===== src/rtl/beam_interlock_sequencer_if.sv =====
// Signal bundle between the beam interlock sequencer and its gantry/operator environment.
// master drives sensor and request levels; slave is the sequencer itself.
interface beam_interlock_sequencer_if #(
  parameter int NUM_AUX = 2
);
  logic               xray_req;
  logic               dose_limit;
  logic               pos_ok;
  logic               temp_hi;
  logic               vib_hi;
  logic               power_fail;
  logic [NUM_AUX-1:0] aux_fault;
  logic               fault_clear;
  logic               table_en;
  logic               gantry_en;
  logic               filter_en;
  logic               fan_en;
  logic               shutter_open;
  logic               relay_iso;
  logic [3:0]         fault_code;
  logic [2:0]         state_dbg;

  modport master (
    output xray_req, dose_limit, pos_ok, temp_hi, vib_hi, power_fail, aux_fault, fault_clear,
    input  table_en, gantry_en, filter_en, fan_en, shutter_open, relay_iso, fault_code, state_dbg
  );

  modport slave (
    input  xray_req, dose_limit, pos_ok, temp_hi, vib_hi, power_fail, aux_fault, fault_clear,
    output table_en, gantry_en, filter_en, fan_en, shutter_open, relay_iso, fault_code, state_dbg
  );
endinterface


===== src/rtl/beam_interlock_sequencer.sv =====
// One-shot X-ray beam sequencer: position, arm filter, open shutter, cool down,
// with debounced environmental sensors and a first-cause fault latch.
module beam_interlock_sequencer #(
  parameter int NUM_AUX     = 2,
  parameter int DEB_CYCLES  = 4,
  parameter int ARM_CYCLES  = 2,
  parameter int COOL_CYCLES = 16
) (
  input  logic                        clk,
  input  logic                        rst,
  beam_interlock_sequencer_if.slave   bif
);

  localparam int NF = NUM_AUX + 2;
  localparam int DW = $clog2(DEB_CYCLES + 1);
  localparam int AW = $clog2(ARM_CYCLES + 1);
  localparam int CW = $clog2(COOL_CYCLES + 1);

  localparam logic [2:0] S_IDLE     = 3'b000;
  localparam logic [2:0] S_POSITION = 3'b001;
  localparam logic [2:0] S_ARMED    = 3'b010;
  localparam logic [2:0] S_BEAM     = 3'b011;
  localparam logic [2:0] S_COOLDOWN = 3'b100;
  localparam logic [2:0] S_FAULT    = 3'b101;

  logic [NF-1:0]         raw;
  logic [NF-1:0]         deb_q, deb_d;
  logic [NF-1:0][DW-1:0] cnt_q, cnt_d;
  logic [2:0]            state_q, state_d;
  logic [AW-1:0]         arm_q, arm_d;
  logic [CW-1:0]         cool_q, cool_d;
  logic [3:0]            code_q, code_d;

  logic               temp_f, vib_f;
  logic [NUM_AUX-1:0] aux_f;
  logic               in_beam, pos_lost, fault_cond, any_fault_src;
  logic [3:0]         code_sel;

  // Bit 0 temp, bit 1 vibration, then the auxiliary inputs.
  assign raw    = {bif.aux_fault, bif.vib_hi, bif.temp_hi};
  assign temp_f = deb_q[0];
  assign vib_f  = deb_q[1];
  assign aux_f  = deb_q[NF-1:2];

  always_comb begin
    deb_d = deb_q;
    for (int i = 0; i < NF; i++) begin
      cnt_d[i] = '0;
      if (raw[i] != deb_q[i]) begin
        if (cnt_q[i] == DW'(DEB_CYCLES - 1)) deb_d[i] = raw[i];
        else                                 cnt_d[i] = cnt_q[i] + 1'b1;
      end
    end
  end

  assign in_beam       = (state_q == S_BEAM);
  assign pos_lost      = !bif.pos_ok && ((state_q == S_ARMED) || in_beam);
  assign fault_cond    = bif.power_fail || vib_f || (|aux_f) || (temp_f && in_beam);
  assign any_fault_src = bif.power_fail || vib_f || (|aux_f) || temp_f;

  // Highest-priority cause wins; the chain is written lowest-first so later ifs override.
  always_comb begin
    code_sel = 4'hF;
    for (int i = NUM_AUX - 1; i >= 0; i--) begin
      if (aux_f[i]) code_sel = 4'(5 + i);
    end
    if (pos_lost)          code_sel = 4'd4;
    if (temp_f && in_beam) code_sel = 4'd3;
    if (vib_f)             code_sel = 4'd2;
    if (bif.power_fail)    code_sel = 4'd1;
  end

  always_comb begin
    logic go_fault;
    go_fault = 1'b0;
    state_d  = state_q;
    arm_d    = arm_q;
    cool_d   = cool_q;
    code_d   = code_q;
    case (state_q)
      S_IDLE: begin
        if (fault_cond)        go_fault = 1'b1;
        else if (bif.xray_req) state_d  = S_POSITION;
      end
      S_POSITION: begin
        if (fault_cond) go_fault = 1'b1;
        else if (bif.pos_ok && bif.xray_req) begin
          state_d = S_ARMED;
          arm_d   = '0;
        end else if (!bif.xray_req) state_d = S_IDLE;
      end
      S_ARMED: begin
        if (fault_cond || pos_lost)          go_fault = 1'b1;
        else if (!bif.xray_req)              state_d  = S_IDLE;
        else if (arm_q == AW'(ARM_CYCLES - 1)) state_d = S_BEAM;
        else                                 arm_d    = arm_q + 1'b1;
      end
      S_BEAM: begin
        if (fault_cond || pos_lost) go_fault = 1'b1;
        else if (bif.dose_limit || !bif.xray_req) begin
          state_d = S_COOLDOWN;
          cool_d  = '0;
        end
      end
      S_COOLDOWN: begin
        if (fault_cond) go_fault = 1'b1;
        else if (cool_q >= CW'(COOL_CYCLES - 1)) begin
          if (!temp_f) state_d = S_IDLE;
        end else cool_d = cool_q + 1'b1;
      end
      S_FAULT: begin
        if (bif.fault_clear && !any_fault_src) begin
          state_d = S_IDLE;
          code_d  = 4'd0;
        end
      end
      default: go_fault = 1'b1;
    endcase
    if (go_fault) begin
      state_d = S_FAULT;
      code_d  = code_sel;
    end
  end

  always_ff @(posedge clk or posedge rst) begin
    if (rst) begin
      deb_q   <= '0;
      cnt_q   <= '0;
      state_q <= S_IDLE;
      arm_q   <= '0;
      cool_q  <= '0;
      code_q  <= '0;
    end else begin
      deb_q   <= deb_d;
      cnt_q   <= cnt_d;
      state_q <= state_d;
      arm_q   <= arm_d;
      cool_q  <= cool_d;
      code_q  <= code_d;
    end
  end

  // Actuators decode only from registered state and flags.
  assign bif.table_en     = (state_q == S_POSITION) || (state_q == S_ARMED) || in_beam;
  assign bif.gantry_en    = (state_q == S_POSITION) || (state_q == S_ARMED) || in_beam;
  assign bif.filter_en    = (state_q == S_ARMED) || in_beam;
  assign bif.shutter_open = in_beam;
  assign bif.relay_iso    = (state_q == S_FAULT);
  assign bif.fan_en       = (state_q == S_COOLDOWN) || (state_q == S_FAULT) || temp_f;
  assign bif.fault_code   = code_q;
  assign bif.state_dbg    = state_q;

endmodule


===== src/flat_wrapper.sv =====
// flat-port wrapper written by rule: the top's interface ports become plain ports
module beam_interlock_sequencer_flat 
#(
  parameter int NUM_AUX     = 2,
  parameter int DEB_CYCLES  = 4,
  parameter int ARM_CYCLES  = 2,
  parameter int COOL_CYCLES = 16
)
  (clk, rst, bif_xray_req, bif_dose_limit, bif_pos_ok, bif_temp_hi, bif_vib_hi, bif_power_fail, bif_aux_fault, bif_fault_clear, bif_table_en, bif_gantry_en, bif_filter_en, bif_fan_en, bif_shutter_open, bif_relay_iso, bif_fault_code, bif_state_dbg);
  beam_interlock_sequencer_if #(.NUM_AUX(NUM_AUX)) bif_i ();
  input  logic clk;
  input  logic rst;
  input wire logic [$bits(bif_i.xray_req)-1:0] bif_xray_req;
  input wire logic [$bits(bif_i.dose_limit)-1:0] bif_dose_limit;
  input wire logic [$bits(bif_i.pos_ok)-1:0] bif_pos_ok;
  input wire logic [$bits(bif_i.temp_hi)-1:0] bif_temp_hi;
  input wire logic [$bits(bif_i.vib_hi)-1:0] bif_vib_hi;
  input wire logic [$bits(bif_i.power_fail)-1:0] bif_power_fail;
  input wire logic [$bits(bif_i.aux_fault)-1:0] bif_aux_fault;
  input wire logic [$bits(bif_i.fault_clear)-1:0] bif_fault_clear;
  output wire logic [$bits(bif_i.table_en)-1:0] bif_table_en;
  output wire logic [$bits(bif_i.gantry_en)-1:0] bif_gantry_en;
  output wire logic [$bits(bif_i.filter_en)-1:0] bif_filter_en;
  output wire logic [$bits(bif_i.fan_en)-1:0] bif_fan_en;
  output wire logic [$bits(bif_i.shutter_open)-1:0] bif_shutter_open;
  output wire logic [$bits(bif_i.relay_iso)-1:0] bif_relay_iso;
  output wire logic [$bits(bif_i.fault_code)-1:0] bif_fault_code;
  output wire logic [$bits(bif_i.state_dbg)-1:0] bif_state_dbg;
  assign bif_i.xray_req = bif_xray_req;
  assign bif_i.dose_limit = bif_dose_limit;
  assign bif_i.pos_ok = bif_pos_ok;
  assign bif_i.temp_hi = bif_temp_hi;
  assign bif_i.vib_hi = bif_vib_hi;
  assign bif_i.power_fail = bif_power_fail;
  assign bif_i.aux_fault = bif_aux_fault;
  assign bif_i.fault_clear = bif_fault_clear;
  assign bif_table_en = bif_i.table_en;
  assign bif_gantry_en = bif_i.gantry_en;
  assign bif_filter_en = bif_i.filter_en;
  assign bif_fan_en = bif_i.fan_en;
  assign bif_shutter_open = bif_i.shutter_open;
  assign bif_relay_iso = bif_i.relay_iso;
  assign bif_fault_code = bif_i.fault_code;
  assign bif_state_dbg = bif_i.state_dbg;
  beam_interlock_sequencer #(.NUM_AUX(NUM_AUX), .DEB_CYCLES(DEB_CYCLES), .ARM_CYCLES(ARM_CYCLES), .COOL_CYCLES(COOL_CYCLES)) u_core (.clk(clk), .rst(rst), .bif(bif_i));
endmodule

===== config.mk =====
export PLATFORM = sky130hd
export DESIGN_NAME = beam_interlock_sequencer_flat
export DESIGN_NICKNAME = d
export VERILOG_FILES = /design/src/rtl/beam_interlock_sequencer_if.sv /design/src/rtl/beam_interlock_sequencer.sv /design/src/flat_wrapper.sv
export SDC_FILE = /design/constraint.sdc
export NUM_CORES = 1
export LEC_CHECK = 0
export CAP_MARGIN = 0
export CORE_ASPECT_RATIO = 1.75
export CORE_MARGIN = 2
export CORE_UTILIZATION = 54
export CTS_CLUSTER_DIAMETER = 100
export DETAILED_ROUTE_END_ITERATION = 7
export HOLD_SLACK_MARGIN = 0.15
export PLACE_DENSITY = 0.76
export SYNTH_ARGS = -nofsm -noshare
export SYNTH_HDL_FRONTEND = slang
export SYNTH_SLANG_ARGS = --single-unit

===== constraint.sdc =====
create_clock -name clk -period 2.4 [get_ports clk]
set_input_delay 0.48 -clock clk [delete_from_list [all_inputs] [get_ports clk]]
set_output_delay 0.48 -clock clk [all_outputs]
set_load 0.02 [all_outputs]

==> flow_metrics.env, run 1 <==
export IMPL_path_buf_inv=2
export IMPL_ys_ff_latch=30
export IMPL_synth_fp_nets=184
export IMPL_slew_headroom=0.665
export IMPL_setup_tns_ns=0
export IMPL_pwr_share_seq=0.396
export IMPL_remaining_drc_errors=0
export IMPL_cp_start_kind="flop"
export IMPL_fin_ws_ns=0.136
export IMPL_worst_hold_slack_ns=0.442
export IMPL_cts_max_level=2
export IMPL_core_um2=3070
export IMPL_synth_top_area_share=0.438
export IMPL_numPortBuffers=23
export IMPL_ys_types=47
export IMPL_cts_tree="built"
export IMPL_rows=27
export IMPL_status="finished, final reports clean"
export IMPL_synth_compound_area_frac=0.126
export IMPL_min_period_over_period=0.943
export IMPL_syn_avg_cell_area_um2=10.3
export IMPL_drv_slew=0
export IMPL_ir_drop_mv=0.598
export IMPL_gp_congestion=0.798
export IMPL_slowest_delay_ns=0.65
export IMPL_period_needed_ns=2.26
export IMPL_path_clk_slew_ns=0.06
export IMPL_die_area_um2=3660
export IMPL_dp_hpwl_mm=2.88
export IMPL_root_buffer="clkbuf_8"
export IMPL_drive_above_1_share=0.168
export IMPL_ys_flop_type="dfrtp_1"
export IMPL_grt_pass1_wl_mm=6.49
export IMPL_die_y_um=78.5
export IMPL_hold_class="reg2reg"
export IMPL_groute_usage_overall=0.247
export IMPL_p_leak_nw=0.927
export IMPL_grt_max_degree=31
export IMPL_power_internal_w=0.00135
export IMPL_power_switching_w=0.000722
export IMPL_rsz0062_at_grt="false"
export IMPL_async_flop_share=1.00
export IMPL_cts_made_buffers=5
export IMPL_post_cts_buffers=0
export IMPL_syn_to_final_growth_pct=24.9
export IMPL_fmax_ghz=0.442
export IMPL_synthCells=166
export IMPL_synth_mux_area_frac=0.0672
export IMPL_wl_per_cell_um=15.9
export IMPL_cp_slowest_cell="clkdlybuf4s50_1"
export IMPL_p_clk_frac=0.249
export IMPL_finalHoldViolCount=0
export IMPL_crit_type="reg2out"
export IMPL_grt_pass1_vias=1472
export IMPL_overflow=0
export IMPL_dr_total_vias=1412
export IMPL_cp_arrival_ns=1.78
export IMPL_start_util=0.557
export IMPL_synth_simple_area_share=0.258
export IMPL_synth_edff_count=0
export IMPL_via_per_inst=5.88
export IMPL_max_cap_violations=0
export IMPL_p_comb_frac=0.355
export IMPL_ctsLongestPathBuffers=2
export IMPL_clock_sinks=30
export IMPL_place_ws_ns=0.0326
export IMPL_utilization=0.696
export IMPL_worstMarginPinSlew_ns=0.498
export IMPL_fin_skew_ns=0.00316
export IMPL_drt_iter0_markers=44
export IMPL_drt_total_wl_mm=3.82
export IMPL_seq_area_frac_synth=0.438
export IMPL_synthAdderAreaFrac=0.0511
export IMPL_die_w_um=46.6
export IMPL_num_io_pins=24
export IMPL_p_per_area_nw_per_um2=970
export IMPL_drt_first_pass_iters=4
export IMPL_synth_top_family_by_area="simple AND/OR/NAND/NOR gates"
export IMPL_ys_warn_count=0
export IMPL_required_ns=1.92
export IMPL_synth_area_um2=1710
export IMPL_yosysTopAreaCell="dfrtp_1"
export IMPL_cp_max_fo=8
export IMPL_crit_chain="buf_4, nor2_1, clkdlybuf4s50_1"
export IMPL_finalNetCount=215
export IMPL_antenna_cells=0
export IMPL_synth_xor_area_frac=0.0205
export IMPL_cp_end_kind="primary output"
export IMPL_path_delay_family="buffers and inverters"
export IMPL_antenna_left=0
export IMPL_synthTopCellsByArea="dfrtp_1, ha_1, mux2i_1, nor2b_1, nor3b_1"
export IMPL_clkLatencyLatePin_ns=0.28
export IMPL_setup_viol=0
export IMPL_antenna_found_initial=0
export IMPL_p_sw_frac=0.348
export IMPL_hold_buffers=0
==> timing repair <==
item	4_1_cts	5_1_grt
gates resized for setup	0	3
endpoints found under the setup margin	0	4
hold endpoints to repair	0	0
==> layout make-up <==
cell class / count / area, um2
Inverter: 11 / 41.3
Tap cell: 43 / 53.8
Sequential cell: 30 / 753
Clock inverter: 1 / 30.0
Multi-Input combinational cell: 119 / 896
Timing Repair Buffer: 30 / 283
Clock buffer: 6 / 82.6
Fill cell: 247 / 935
==> cell families after synthesis <==
logic type | after synthesis
simple gates | 69
flops | 30
compound gates | 28
buf+inv | 17
mux | 11
fa+ha+maj | 7
xor+xnor | 4
==> cells in the mapped netlist, drive strengths merged (4+ instances only) <==
library cell	count
nor2b	10
xnor2	4
nor4	4
nor3b	8
a21oi	7
mux2i	7
ha	7
mux2	4
nor2	7
dfrtp	30
inv	11
nand2	12
nand2b	4
clkbuf	5
nor3	5
==> cells in the final DEF (no fill, tap or decap), types with 5 or more instances in the layout <==
cell type / synthesis / final
nor3b_1: 7 / 7
dfrtp_1: 30 / 28
clkdlybuf4s50_1: 0 / 23
buf_4: 1 / 7
ha_1: 7 / 7
inv_1: 11 / 11
nor2b_1: 10 / 10
nor2_1: 7 / 7
nor3_1: 5 / 5
nand2_1: 12 / 12
clkbuf_8: 0 / 6
mux2i_1: 7 / 7
a21oi_1: 6 / 6
==> sequential cells by signal (all words and copies together) (netlist names) <==
register and count:
u_core.arm_q 2, u_core.bif.fault_code 4, u_core.bif.state_dbg 3, u_core.cnt_q 12
u_core.cool_q 5, u_core.deb_q 4
==> per-stage QoR <==
step | total power, W | cells | cell area (um2)
3_5_place_dp | 0.00157 | 233 | 2020
5_1_grt | 0.00222 | 240 | 2140
3_3_place_gp | 0.00152 | 233 | 2020
6_report | 0.00208 | 240 | 2140
4_1_cts | 0.00209 | 240 | 2140
2_1_floorplan | 0.00129 | 166 | 1710
==> power groups by stage <==
stage               Combinational (W)  Sequential [W]  Clock [W]
floorplan                    0.000482        0.000811          0
global placement             0.000709        0.000812          0
detailed placement           0.000738        0.000829          0
CTS                          0.000745        0.000820   0.000523
global route                 0.000828        0.000838   0.000551
finish                       0.000736        0.000823   0.000517
==> per-layer routing <==
layer	vias up	routed length (um)	track usage
met5	-	0	0
met4	0	130	0.131
met3	12	150	0.0598
met2	50	2150	0.438
met1	690	1390	0.246
li1	660	-	-
==> path summary, 6_finish.rpt <==
check	from	endpoint	slack (ns)	depth (start not counted)
max in group asynchronous	rst	u_core.bif.state_dbg[1]	1.52	3
min reg2reg	u_core.cnt_q[3]	u_core.cnt_q[3]	0.44	1
min	u_core.cnt_q[3]	u_core.cnt_q[3]	0.44	1
max reg2reg	u_core.cool_q[0]	u_core.cool_q[4]	0.19	6
min in group asynchronous	rst	u_core.cnt_q[1]	0.57	3
max	u_core.bif.state_dbg[2]	bif_gantry_en	0.14	3
(Power assumes the default switching activity.)
==> run 2, diff against run 1 <==
Settings changed: CORE_MARGIN 2 to 3, GPL_TIMING_DRIVEN from default to 0.
==> run 2 against run 1 <==
  * Worst hold slack better by 0.0049 ns
  * Sequential power about the same
  * Via count down 4.9%
  * Critical endpoint is now bif_relay_iso
  * Largest power group unchanged
  * Critical path depth unchanged
  * Count of clock-buffer cells in the layout up 1
==> flow_metrics.env, run 2 (synthesis results as in run 1) <==
export IMPL_finalHoldViolCount=0
export IMPL_largest_register="u_core.cnt_q"
export IMPL_finalNetCount=212
export IMPL_max_cap_violations=0
export IMPL_remaining_drc_errors=0
export IMPL_root_buffer="clkbuf_8"
export IMPL_die_y_um=80.5
export IMPL_grt_pass1_vias=1370
export IMPL_post_cts_buffers=0
export IMPL_largestRegisters="u_core.cnt_q x12, u_core.cool_q x5"
export IMPL_met1_length_mm=1.39
export IMPL_required_ns=1.92
export IMPL_cp_start_kind="flop"
export IMPL_hold_class="reg2reg"
export IMPL_wl_met3_um=117
export IMPL_setup_tns_ns=0
export IMPL_place_area_um2=2000
export IMPL_route_met2_wl_mm=2.06
export IMPL_num_io_pins=24
export IMPL_rows=26
export IMPL_ir_drop_mv=0.812
export IMPL_final_cell_mix="dfrtp_1, clkdlybuf4s50_1, nand2_1"
export IMPL_fillers=250
export IMPL_die_area_um2=3910
export IMPL_core_um2=2990
export IMPL_status="finished, final reports clean"
export IMPL_drt_total_wl_mm=3.62
export IMPL_drive_above_1_share=0.149
export IMPL_min_period_over_period=0.952
export IMPL_numPortBuffers=23
export IMPL_die_w_um=48.6
export IMPL_period_needed_ns=2.28
export IMPL_highest_layer="met4"
export IMPL_antenna_found_initial=0
export IMPL_gp_congestion=0.869
export IMPL_clock_sinks=30
export IMPL_cts_made_buffers=5
export IMPL_final_area_um2=2100
export IMPL_drv_slew=0
export IMPL_dp_hpwl_mm=2.89
export IMPL_place_inst=231
export IMPL_p_per_area_nw_per_um2=965
export IMPL_cts_tree="built"
export IMPL_drt_iter0_markers=27
export IMPL_p_leak_nw=0.906
export IMPL_dr_total_vias=1343
export IMPL_antenna_cells=0
export IMPL_path_clk_slew_ns=0.06
export IMPL_via_per_inst=5.67
export IMPL_grt_pass1_wl_mm=6.47
export IMPL_fin_ws_ns=0.116
export IMPL_crit_type="reg2out"
export IMPL_largest_reg_flops=12
export IMPL_grt_max_degree=31
export IMPL_cp_end_kind="primary output"
export IMPL_place_ws_ns=0.0400
export IMPL_final_common_cell="dfrtp_1"
export IMPL_fin_skew_ns=0.00457
export IMPL_ctsLongestPathBuffers=2
export IMPL_stdcell_count=237
export IMPL_drt_first_pass_iters=4
export IMPL_setup_viol=0
export IMPL_syn_to_final_growth_pct=22.8
export IMPL_antenna_left=0
export IMPL_worstMarginPinSlew_ns=1.12
export IMPL_cts_max_level=2
export IMPL_fmax_ghz=0.438
export IMPL_rsz0062_at_grt="false"
export IMPL_wl_per_cell_um=15.3
export IMPL_clkLatencyLatePin_ns=0.28
export IMPL_slew_headroom=0.253
export IMPL_overflow=0
export IMPL_cp_max_fo=10
export IMPL_groute_usage_overall=0.216
export IMPL_cp_arrival_ns=1.80
export IMPL_start_util=0.572
## run 2: cell types whose count changed in the layout (fill, tap and decap cells not counted), sizes merged
cell | previous run | this run
clkbuf | 6 | 10
buf | 7 | 2
clkdlybuf4s50 | 23 | 22
## run 2: what timing repair did
action / CTS / global route
setup endpoints to repair: 6 / 4
hold buffers: 0 / 0
gates cloned: 0 / 0
resized for setup: 5 / 4
pin swaps: 0 / 0
## run 2: final timing paths
path / to / slack, ns / from / depth (start not counted)
min reg2reg: u_core.cnt_q[6] / 0.45 / u_core.cnt_q[6] / 1
max reg2reg: u_core.cool_q[4] / 0.14 / u_core.cool_q[0] / 6
min: u_core.cnt_q[6] / 0.45 / u_core.cnt_q[6] / 1
min in group asynchronous: u_core.arm_q[0] / 0.79 / rst / 2
max: bif_relay_iso / 0.12 / u_core.bif.state_dbg[1] / 3
max in group asynchronous: u_core.bif.state_dbg[0] / 0.85 / rst / 2
## run 2: final cells by class
| type | instances | area (um2) | area share |
|---|---|---|---|
| Multi-Input combinational cell | 119 | 895 | 0.425 |
| Sequential cell | 30 | 754 | 0.359 |
| Timing Repair Buffer | 23 | 228 | 0.108 |
| Clock buffer | 7 | 76.3 | 0.0363 |
| Tap cell | 42 | 52.6 | 0.0250 |
| Inverter | 11 | 41.3 | 0.0196 |
| Clock inverter | 1 | 30.0 | 0.0143 |
| Buffer | 4 | 26.3 | 0.0125 |
## run 2: layer usage
layer	track usage	vias up
li1	-	655
met3	0.0408	6
met1	0.228	656
met4	0.0855	0
met2	0.416	26
met5	0	-
## run 2: power by group
part | switching [W] | total, W | internal [W]
logic | 0.000360 | 0.000723 | 0.000363
registers | 0.000168 | 0.000821 | 0.000654
clock network | 0.000175 | 0.000485 | 0.000310
## run 2: through the flow
stage / utilization / power, W / hold slack, ns
floorplan: - / 0.00129 / 0.416
global placement: 0.667 / 0.00153 / 0.426
detailed placement: 0.667 / 0.00157 / 0.440
CTS: 0.704 / 0.00206 / 0.447
global route: 0.703 / 0.00217 / 0.464
finish: 0.703 / 0.00203 / 0.447
## run 2: critical path, cell delays in order (launching register included)
cell	delay [ns]
dfrtp_2	0.47
and3b_1	0.23
clkbuf_1	0.19
clkdlybuf4s50_1	0.64
